===== src/rtl/mvp_pkg.sv =====
// Shared types and helpers for the sequential matrix-vector product:
// FSM state encoding, round/saturate result type and reset-matrix helper.
package mvp_pkg;

    typedef logic [1:0] state_t;

    localparam state_t ST_IDLE = 2'd0;
    localparam state_t ST_MAC  = 2'd1;
    localparam state_t ST_NORM = 2'd2;
    localparam state_t ST_OUT  = 2'd3;

    // Wide enough for any accumulator this block is built with (WIDTH <= 31).
    localparam int RS_W = 64;

    typedef struct packed {
        logic signed [RS_W-1:0] value;
        logic                   sat;
    } round_sat_t;

    // Round half up, arithmetic shift by frac, clamp to a signed width-bit range.
    function automatic round_sat_t round_sat(input logic signed [RS_W-1:0] acc,
                                             input int width,
                                             input int frac);
        logic signed [RS_W-1:0] half;
        logic signed [RS_W-1:0] shifted;
        logic signed [RS_W-1:0] max_v;
        logic signed [RS_W-1:0] min_v;
        round_sat_t             res;
        half    = (frac > 0) ? (64'sd1 <<< (frac - 1)) : 64'sd0;
        shifted = (acc + half) >>> frac;
        max_v   = (64'sd1 <<< (width - 1)) - 64'sd1;
        min_v   = -(64'sd1 <<< (width - 1));
        res.value = shifted;
        res.sat   = 1'b0;
        if (shifted > max_v) begin
            res.value = max_v;
            res.sat   = 1'b1;
        end else if (shifted < min_v) begin
            res.value = min_v;
            res.sat   = 1'b1;
        end
        return res;
    endfunction

    function automatic logic [RS_W-1:0] identity_elem(input int row,
                                                      input int col,
                                                      input int frac);
        return (row == col) ? (64'd1 << frac) : 64'd0;
    endfunction

endpackage


===== src/rtl/mvp_lane.sv =====
// One output row: signed multiply-accumulate over the streamed columns,
// then a registered round-half-up / saturate into the output element.
module mvp_lane
    import mvp_pkg::*;
#(
    parameter int DIM   = 4,
    parameter int WIDTH = 16,
    parameter int FRAC  = 12
) (
    input  logic             clk,
    input  logic             rst_n,
    input  logic             clr,
    input  logic             mac_en,
    input  logic             norm_en,
    input  logic [WIDTH-1:0] mat_elem,
    input  logic [WIDTH-1:0] vec_elem,
    output logic [WIDTH-1:0] result,
    output logic             sat
);

    // Headroom of $clog2(DIM) bits so DIM full-scale products never wrap.
    localparam int ACC_W = 2 * WIDTH + $clog2(DIM);

    logic signed [2*WIDTH-1:0] product;
    logic signed [ACC_W-1:0]   acc;
    round_sat_t                rs;

    assign product = (2*WIDTH)'($signed(mat_elem)) * (2*WIDTH)'($signed(vec_elem));
    assign rs      = round_sat(RS_W'(acc), WIDTH, FRAC);

    always_ff @(posedge clk or negedge rst_n) begin
        if (!rst_n) begin
            acc    <= '0;
            result <= '0;
            sat    <= 1'b0;
        end else begin
            if (clr) begin
                acc <= '0;
            end else if (mac_en) begin
                acc <= acc + ACC_W'(product);
            end
            if (norm_en) begin
                result <= rs.value[WIDTH-1:0];
                sat    <= rs.sat;
            end
        end
    end

endmodule


===== src/rtl/mvp_seq.sv =====
// Sequential DIMxDIM matrix times streamed vector: matrix registers, vector
// latch, column counter and IDLE/MAC/NORM/OUT sequencing around DIM MAC lanes.
module mvp_seq
    import mvp_pkg::*;
#(
    parameter int DIM   = 4,
    parameter int WIDTH = 16,
    parameter int FRAC  = 12
) (
    input  logic                         clock,
    input  logic                         io_aresetn,
    input  logic                         io_matWe,
    input  logic [$clog2(DIM*DIM)-1:0]   io_matAddr,
    input  logic [WIDTH-1:0]             io_matData,
    output logic                         io_matReady,
    input  logic                         io_inValid,
    output logic                         io_inReady,
    input  logic [DIM*WIDTH-1:0]         io_inVec,
    output logic                         io_outValid,
    input  logic                         io_outReady,
    output logic [DIM*WIDTH-1:0]         io_outVec,
    output logic                         io_outSat
);

    localparam int N     = DIM * DIM;
    localparam int COL_W = $clog2(DIM);
    localparam logic [COL_W-1:0] COL_LAST = COL_W'(DIM - 1);

    state_t               state;
    logic [COL_W-1:0]     col;
    logic [DIM*WIDTH-1:0] vec_q;
    logic [WIDTH-1:0]     mat [N];
    logic [DIM-1:0]       lane_sat;
    logic                 accept;

    // io_inReady is decoded from state only, except in OUT where it follows io_outReady.
    assign io_matReady = (state == ST_IDLE);
    assign io_inReady  = (state == ST_IDLE) || ((state == ST_OUT) && io_outReady);
    assign io_outValid = (state == ST_OUT);
    assign io_outSat   = |lane_sat;
    assign accept      = io_inValid && io_inReady;

    // NOTE: state registers use non-blocking assignments so every flop samples
    // pre-edge values and the block behaves the same regardless of evaluation order.
    always_ff @(posedge clock or negedge io_aresetn) begin
        if (!io_aresetn) begin
            state <= ST_IDLE;
            col   <= '0;
            vec_q <= '0;
        end else begin
            case (state)
                ST_IDLE: begin
                    if (accept) begin
                        vec_q <= io_inVec;
                        col   <= '0;
                        state <= ST_MAC;
                    end
                end
                ST_MAC: begin
                    if (col == COL_LAST) begin
                        col   <= '0;
                        state <= ST_NORM;
                    end else begin
                        col <= col + 1'b1;
                    end
                end
                ST_NORM: state <= ST_OUT;
                ST_OUT: begin
                    if (io_outReady) begin
                        if (io_inValid) begin
                            vec_q <= io_inVec;
                            col   <= '0;
                            state <= ST_MAC;
                        end else begin
                            state <= ST_IDLE;
                        end
                    end
                end
                default: state <= ST_IDLE;
            endcase
        end
    end

    // NOTE: the matrix is a small register file, not RAM, so it is reset
    // element by element; an unreset RAM would not return to identity.
    always_ff @(posedge clock or negedge io_aresetn) begin
        if (!io_aresetn) begin
            for (int i = 0; i < N; i++) begin
                mat[i] <= WIDTH'(identity_elem(i / DIM, i % DIM, FRAC));
            end
        end else if (io_matWe && (state == ST_IDLE) && (int'(io_matAddr) < N)) begin
            mat[io_matAddr] <= io_matData;
        end
    end

    for (genvar r = 0; r < DIM; r++) begin : g_lane
        mvp_lane #(
            .DIM   (DIM),
            .WIDTH (WIDTH),
            .FRAC  (FRAC)
        ) u_lane (
            .clk      (clock),
            .rst_n    (io_aresetn),
            .clr      (accept),
            .mac_en   (state == ST_MAC),
            .norm_en  (state == ST_NORM),
            .mat_elem (mat[r * DIM + int'(col)]),
            .vec_elem (vec_q[int'(col) * WIDTH +: WIDTH]),
            .result   (io_outVec[r * WIDTH +: WIDTH]),
            .sat      (lane_sat[r])
        );
    end

endmodule


===== config.mk =====
export PLATFORM = sky130hd
export DESIGN_NAME = mvp_seq
export DESIGN_NICKNAME = d
export VERILOG_FILES = /design/src/rtl/mvp_pkg.sv /design/src/rtl/mvp_lane.sv /design/src/rtl/mvp_seq.sv
export SDC_FILE = /design/constraint.sdc
export NUM_CORES = 2
export LEC_CHECK = 0
export ABC_AREA = 1
export CORE_ASPECT_RATIO = 0.8
export CORE_MARGIN = 4
export CORE_UTILIZATION = 53
export DETAILED_ROUTE_END_ITERATION = 10
export PLACE_DENSITY = 0.72
export REMOVE_ABC_BUFFERS = 1
export SETUP_SLACK_MARGIN = 0.5
export SLEW_MARGIN = 20
export SYNTH_ARGS = -nofsm -noshare
export SYNTH_HDL_FRONTEND = slang
export SYNTH_SLANG_ARGS = --single-unit

===== constraint.sdc =====
create_clock -name clock -period 7.1 [get_ports clock]
set_input_delay 1.065 -clock clock [delete_from_list [all_inputs] [get_ports clock]]
set_output_delay 1.065 -clock clock [all_outputs]
set_load 0.005 [all_outputs]

# Word-level counts from Yosys, hierarchy flattened
# Index checks and enable logic that the tools add are counted.
word_totals:
  inputBits: 89
  ff_bits: 528
  memories: 0
  mem_bits_rw: 0
  latchBits: 0
  wordCells: 133
  romBits: 0
  out_inout_bits: 68
op_classes:
  n_mul: 4
  bitwise: 5
  mux: 45
  eq_ne: 8
  order_cmp: 14
  div_mod_pow: 0
  n_shift: 1
  addsub: 12
  n_reduce_logical: 13
op_table:
  columns: ["op", "n"]
  rows:
  - ["34-bit two-way mux", 8]
  - ["16-bit binary-select mux with 4-bit select", 4]
  - ["256-bit bitwise mux", 1]
  - ["64-bit two-way mux", 3]
  - ["16-bit two-way mux", 9]
  - ["34-bit by 13-bit adder with 35-bit output, second input constant", 4]
  - ["34-bit by 32-bit adder with 34-bit output", 4]
  - ["17-bit two-way mux", 8]
  - ["32-bit by 5-bit >= comparator with 1-bit output, second input constant", 4]
  - ["16-bit by 16-bit multiplier with 32-bit output", 4]
  - ["64-bit one-hot mux with 2 select lines", 1]
  - ["23-bit by 16-bit > comparator with 1-bit output, second input constant", 4]
  - ["23-bit by 16-bit < comparator with 1-bit output, second input constant", 4]
  - ["16-bit demux with 4-bit select", 1]
  - ["5-bit inverter with 32-bit output", 2]
  - ["64-bit by 7-bit indexed part select with 16-bit output", 1]
  - ["2-bit inverter with 32-bit output", 1]
  - ["4-bit inverter with 32-bit output", 1]
  - ["2-bit two-way mux", 7]
  - ["4-bit by 2-bit adder with 5-bit output, first input constant", 2]
  - ["2-bit one-hot mux with 4 select lines", 1]
  - ["4-bit AND reduction", 2]
  - ["2-bit equality test, second input constant", 3]
  - ["2-bit one-hot mux with 3 select lines", 1]
  - ["16 further kinds", 22]

# Logic depth before layout (Yosys ltp)
depth:
  depth_word: 9
  mapped_depth: 35
  mapped_depth_nobuf: 31

# Hierarchy
# Synthesis repeated with hierarchy kept, for this count alone.
unflattened:
  hier_cells: 9327
  area_unflattened_um2: 73007.5
by_module_without_submodules:
  columns: ["module", "area_per_inst_um2", "cells_each", "instances", "seq_area_each_um2"]
  rows:
  - ["mvp_seq", 14893.0, 1868, 1, 8112.8]
  - ["mvp_lane (g_lane[0].u_lane)", 14580.2, 1888, 1, 1276.2]
  - ["mvp_lane (g_lane[1].u_lane)", 14533.9, 1851, 1, 1276.2]
  - ["mvp_lane (g_lane[3].u_lane)", 14520.2, 1869, 1, 1276.2]
  - ["mvp_lane (g_lane[2].u_lane)", 14480.1, 1851, 1, 1276.2]

# Worst setup path before layout
# No wires, ideal clock.
synth_timing:
  kind: "reg-to-reg"
  from: "register col[0]"
  to: "register g_lane[0].u_lane.acc[32]"
  path_buffers: 3
  setup_time_ps: 118
  stages_incl_launch_ff: 33
  required_time_ps: 6982
  arrival_time_ps: 6558
  setup_slack_ps: 424
  cell_sequence: "dfrtp_1 inv_2 buf_4 buf_4 nand2_1 a32oi_1 inv_2 clkbuf_1 nor2_1 inv_1 fa_1 inv_1 fa_1 inv_1 fa_1 inv_1 fa_1 fa_1 inv_1 fa_1 inv_1 ha_1 nand2_1 nor3_1 inv_1 nor3_1 inv_1 nor3_1 nand2_1 nand2_1 nand2_1 nand3_1 nand2_1"
synth_via:
  elab_chain_cells: 8
  word_cells_on_any_way: 9
  cone_classes: "add/sub: 1; mul: 1; shift: 1; mux: 5; bitwise: 1"
synth_lines:
  columns: ["item", "line", "source"]
  rows:
  - ["start: declaration", "mvp_seq.sv:30", "logic [COL_W-1:0] col;"]
  - ["start signal: assignment", "mvp_seq.sv:64", "col <= col + 1'b1;"]
  - ["branches (longest 4 deep; another with 64-bit by 7-bit indexed part select with 16-bit output)", null, null]
  - ["16-bit by 16-bit multiplier with 32-bit output (*)", "mvp_lane.sv:28", "assign product = (2*WIDTH)'($signed(mat_elem)) * (2*WIDTH)'($signed(vec_elem));"]
  - ["34-bit by 32-bit adder with 34-bit output (*)", "mvp_lane.sv:40", "acc <= acc + ACC_W'(product);"]
  - ["34-bit two-way mux (*)", "mvp_lane.sv:39", "end else if (mac_en) begin"]
  - ["34-bit two-way mux (*)", "mvp_lane.sv:37", "if (clr) begin"]
  - ["end signal: assignment", "mvp_lane.sv:40", null]
  - ["end: declaration", "mvp_lane.sv:25", "logic signed [ACC_W-1:0] acc;"]
# Every way passes the cells marked *. The select of a mux whose other input is x is not followed.
# A chain may end at the register's enable or synchronous reset.

# Worst setup path after layout
layout_timing:
  from: "register col[0]"
  to: "register g_lane[1].u_lane.acc[27]"
layout_via:
  elab_chain_cells: 9
  word_cells_on_any_way: 10
  cone_classes: "add/sub: 2; mul: 1; shift: 1; mux: 5; bitwise: 1"
layout_lines:
  columns: ["item", "line", "source"]
  rows:
  - ["3-bit by 2-bit adder with 4-bit output", "mvp_seq.sv:107", ".mat_elem (mat[r * DIM + int'(col)]),"]
  - ["4-bit inverter with 32-bit output (not written as such)", "mvp_seq.sv:107", null]
  - ["16-bit binary-select mux with 4-bit select", "mvp_seq.sv:107", null]
  - ["16-bit two-way mux (not written as such) (2 in series)", "mvp_seq.sv:107", null]
  - ["16-bit by 16-bit multiplier with 32-bit output (*)", "mvp_lane.sv:28", null]
  - ["34-bit by 32-bit adder with 34-bit output (*)", "mvp_lane.sv:40", null]
  - ["34-bit two-way mux (*)", "mvp_lane.sv:39", null]
  - ["34-bit two-way mux (*)", "mvp_lane.sv:37", null]
  - ["end signal: assignment", "mvp_lane.sv:40", null]
  - ["end: declaration", "mvp_lane.sv:25", null]
# Every way passes the cells marked *; elsewhere a longest branch is shown, timed or not. The select of a mux whose other input is x is not followed.

==> results.toml <==
[run_status]
status = "finished clean"

[synth]
ys_ff_latch = 528
synth-seq-area-share = 0.188
synth_edf_count = 0
synth.distinct_cells = 54
ys.flop_type = "dfrtp_1"
syn_area_per_cell_um2 = 8.35
yosysWarnings = 0
postSynthCellCount = 8408
async_flop_share = 1.00
syn-cell-area_um2 = 70200

[timing]
fin_skew_ns = 0.0293
setup_violations = 0
rsz0062_at_grt = "true"
fin_crit_ns = 6.64
relSlewSlack = 0.262
fmax_mhz = 151
finalHoldViolCount = 0
worstMarginPinSlew_ns = 1.10
drv_slew = 0
finalCritPeriodShare = 0.936
setup_ws_ns = 0.458

[detailed_routing]
vias = 59600
drt_iter0_markers = 5822
vias_per_cell = 5.61
drc = 0
wl_mm = 231
ant_nets = 0
drtPass1Iterations = 9
wl_per_cell_um = 21.7

[cells_and_area]
instances_no_fill = 10600
seqCellArea_um2 = 13200
multi_input_comb_area_um2 = 51900
area_growth_pct = 18.2
final_nets = 10500
nFillCells = 10900
drive_gt1_frac = 0.146

[worst_setup_path]
cpPeakStageDelay_ns = 0.60
arrival_ns = 7.20
cp_common_cell = "fa_1"
endpoint_kind = "flip-flop"
path_class = "flip-flop to flip-flop"
critical_path.max_fanout = 13
start_kind = "flip-flop"
slowest_stage = "fa_1"
worstPathRequired_ns = 7.66

[cts]
cts_tree = "yes"
clock-sinks = 528
clk_pin_slew_ns = 0.07
cts_root_buf = "clkbuf_16"
cts_buffers = 61
clk_path_buf_depth = 3
clk_latency_ns = 0.71
cts_htree_levels = 2
holdBufCountCts = 0

[grt]
grt_usage = 0.326
grt_pass1_vias = 61200
grt_max_degree = 137
grt_pass1_wl_mm = 352
grt_overflow = 0
antenna_found_initial = 13

[placement]
dp_worst_setup_slack_ns = -0.109
dpl.cell_count = 10300
place_congestion = 0.984
hpwl_mm = 168
io_buffers = 156

[run]
cap_violations = 0

[min_path]
worst_hold_path_type = "primary input to async pin"

[floorplanning]
boundaryPins = 157
die_area_um2 = 138000
rows = 119
die_w_um = 415
die-height_um = 334
core_area_um2 = 132000
start_util = 0.533
sequential cells by signal, summed over array words and instances, names as in the netlist:
| signal | flops |
|---|---|
| col | 2 |
| g_lane.u_lane.acc | 136 |
| g_lane.u_lane.result | 64 |
| g_lane.u_lane.sat | 4 |
| vec_q | 64 |
| state | 2 |
| mat | 256 |
through the flow:
step	setup TNS [ns]	hold slack, ns	area, um2	util
finish	0	0.439	83000	0.631
global route	0	0.498	83000	0.631
detailed placement	-0.594	0.468	75100	0.571
floorplan	-424.00	0.448	68900	-
CTS	0	0.446	80000	0.608
global placement	-0.199	0.463	75100	0.571
cells in the mapped netlist (5+ instances only):
library cell / count / share of area
inv_1: 1717 / 0.092
or2_2: 6 / 0.00053
nand2_2: 7 / 0.00062
nor3_1: 37 / 0.0026
nand2_1: 1850 / 0.099
buf_2: 83 / 0.0059
fa_1: 1220 / 0.35
a22o_1: 20 / 0.0025
a21boi_0: 5 / 0.00053
nand3b_1: 22 / 0.0024
nor2_2: 7 / 0.00062
buf_1: 18 / 0.00096
nor2_1: 913 / 0.049
a32oi_4: 10 / 0.0039
clkbuf_1: 174 / 0.0093
nor4_1: 6 / 0.00053
o21ai_0: 473 / 0.034
xnor2_1: 24 / 0.0030
inv_2: 16 / 0.00086
clkinv_1: 11 / 0.00059
a21o_1: 20 / 0.0021
a31oi_1: 5 / 0.00045
buf_6: 6 / 0.00096
o21a_1: 14 / 0.0015
xor2_1: 64 / 0.0080
a32oi_1: 41 / 0.0051
o22ai_1: 18 / 0.0016
a21oi_1: 314 / 0.022
ha_1: 418 / 0.074
buf_4: 15 / 0.0016
dfrtp_1: 524 / 0.19
nand3_1: 171 / 0.012
mux2_2: 64 / 0.010
nand4_1: 37 / 0.0033
a32oi_2: 24 / 0.0056
o21bai_1: 14 / 0.0015
placed cells by master (no fill, tap or decap), drive strengths merged, types with 7 or more instances in the layout:
cell,n
buf,453
a22o,20
xnor2,24
bufinv,7
nand3b,22
clkbuf,89
nor2,921
clkinvlp,24
o21ai,474
o22ai,18
diode,15
xor2,64
a21oi,321
inv,1724
o21bai,16
bufbuf,7
a32oi,75
clkdlybuf4s50,155
mux2,64
nand4,37
nor3,41
ha,418
fa,1220
clkinv,33
a21o,20
nand3,171
nand2,1858
dfrtp,524
o21a,14
final cells by class:
cell class	count	share of cell area
Multi-Input combinational cell	5839	0.625
Sequential cell	528	0.159
Timing Repair Buffer	631	0.0816
Inverter	1744	0.0811
Tap cell	1754	0.0264
Clock buffer	73	0.0200
Clock inverter	41	0.00552
Antenna cell	15	0.000452
Timing Repair inverter	3	0.000317
final timing paths:
check                                      from                                    to  slack [ns]  cells past startpoint
min                                  io_aresetn                 vec_q[56]$_DFFE_PN0P_        0.44                      1
max                          col[0]$_DFFE_PN0P_  g_lane[1].u_lane.acc[27]$_DFFE_PN0P_        0.46                     28
min in group clock         mat[254]$_DFFE_PN0P_                  mat[254]$_DFFE_PN0P_        0.48                      2
max reg2reg                  col[0]$_DFFE_PN0P_  g_lane[1].u_lane.acc[27]$_DFFE_PN0P_        0.46                     28
min reg2reg                mat[254]$_DFFE_PN0P_                  mat[254]$_DFFE_PN0P_        0.48                      2
max in group asynchronous            io_aresetn                    col[0]$_DFFE_PN0P_        5.01                      2
critical path: cells and delay by family, from the launching register on:
family	cells	cell delay (ns)
compound gates	2	0.25
simple gates	9	1.10
buf+inv	10	1.37
flops	1	0.47
fa+ha+maj	7	3.32
cell families (layout without fill, tap and decap cells):
kind of cell / Yosys count / in the layout / share of synthesized area
simple gates: 3070 / 3070 / 0.172
buf+inv: 2041 / 2492 / 0.112
fa+ha+maj: 1638 / 1638 / 0.422
compound gates: 979 / 979 / 0.0840
flops: 528 / 528 / 0.188
xor+xnor: 88 / 88 / 0.0110
mux: 64 / 64 / 0.0103
other cells: 0 / 15 / 0
metal layers:
metal	part of all wire	global-route usage	routed length [um]
met4	0.054	0.128	12400
met1	0.40	0.453	91700
met5	0	0	0
met2	0.44	0.495	100000
met3	0.11	0.0794	26200
repair_timing:
action | in CTS | in global routing
setup endpoints to repair | 80 | 91
resized for setup | 363 | 461
endpoints found under the hold margin | 0 | 0
gates cloned | 15 | 15
pin swaps | 61 | 156
buffers inserted | 95 | 112
Power is not shown: default switching activity piles up to over one toggle a cycle in this logic, so the estimate is an artifact.
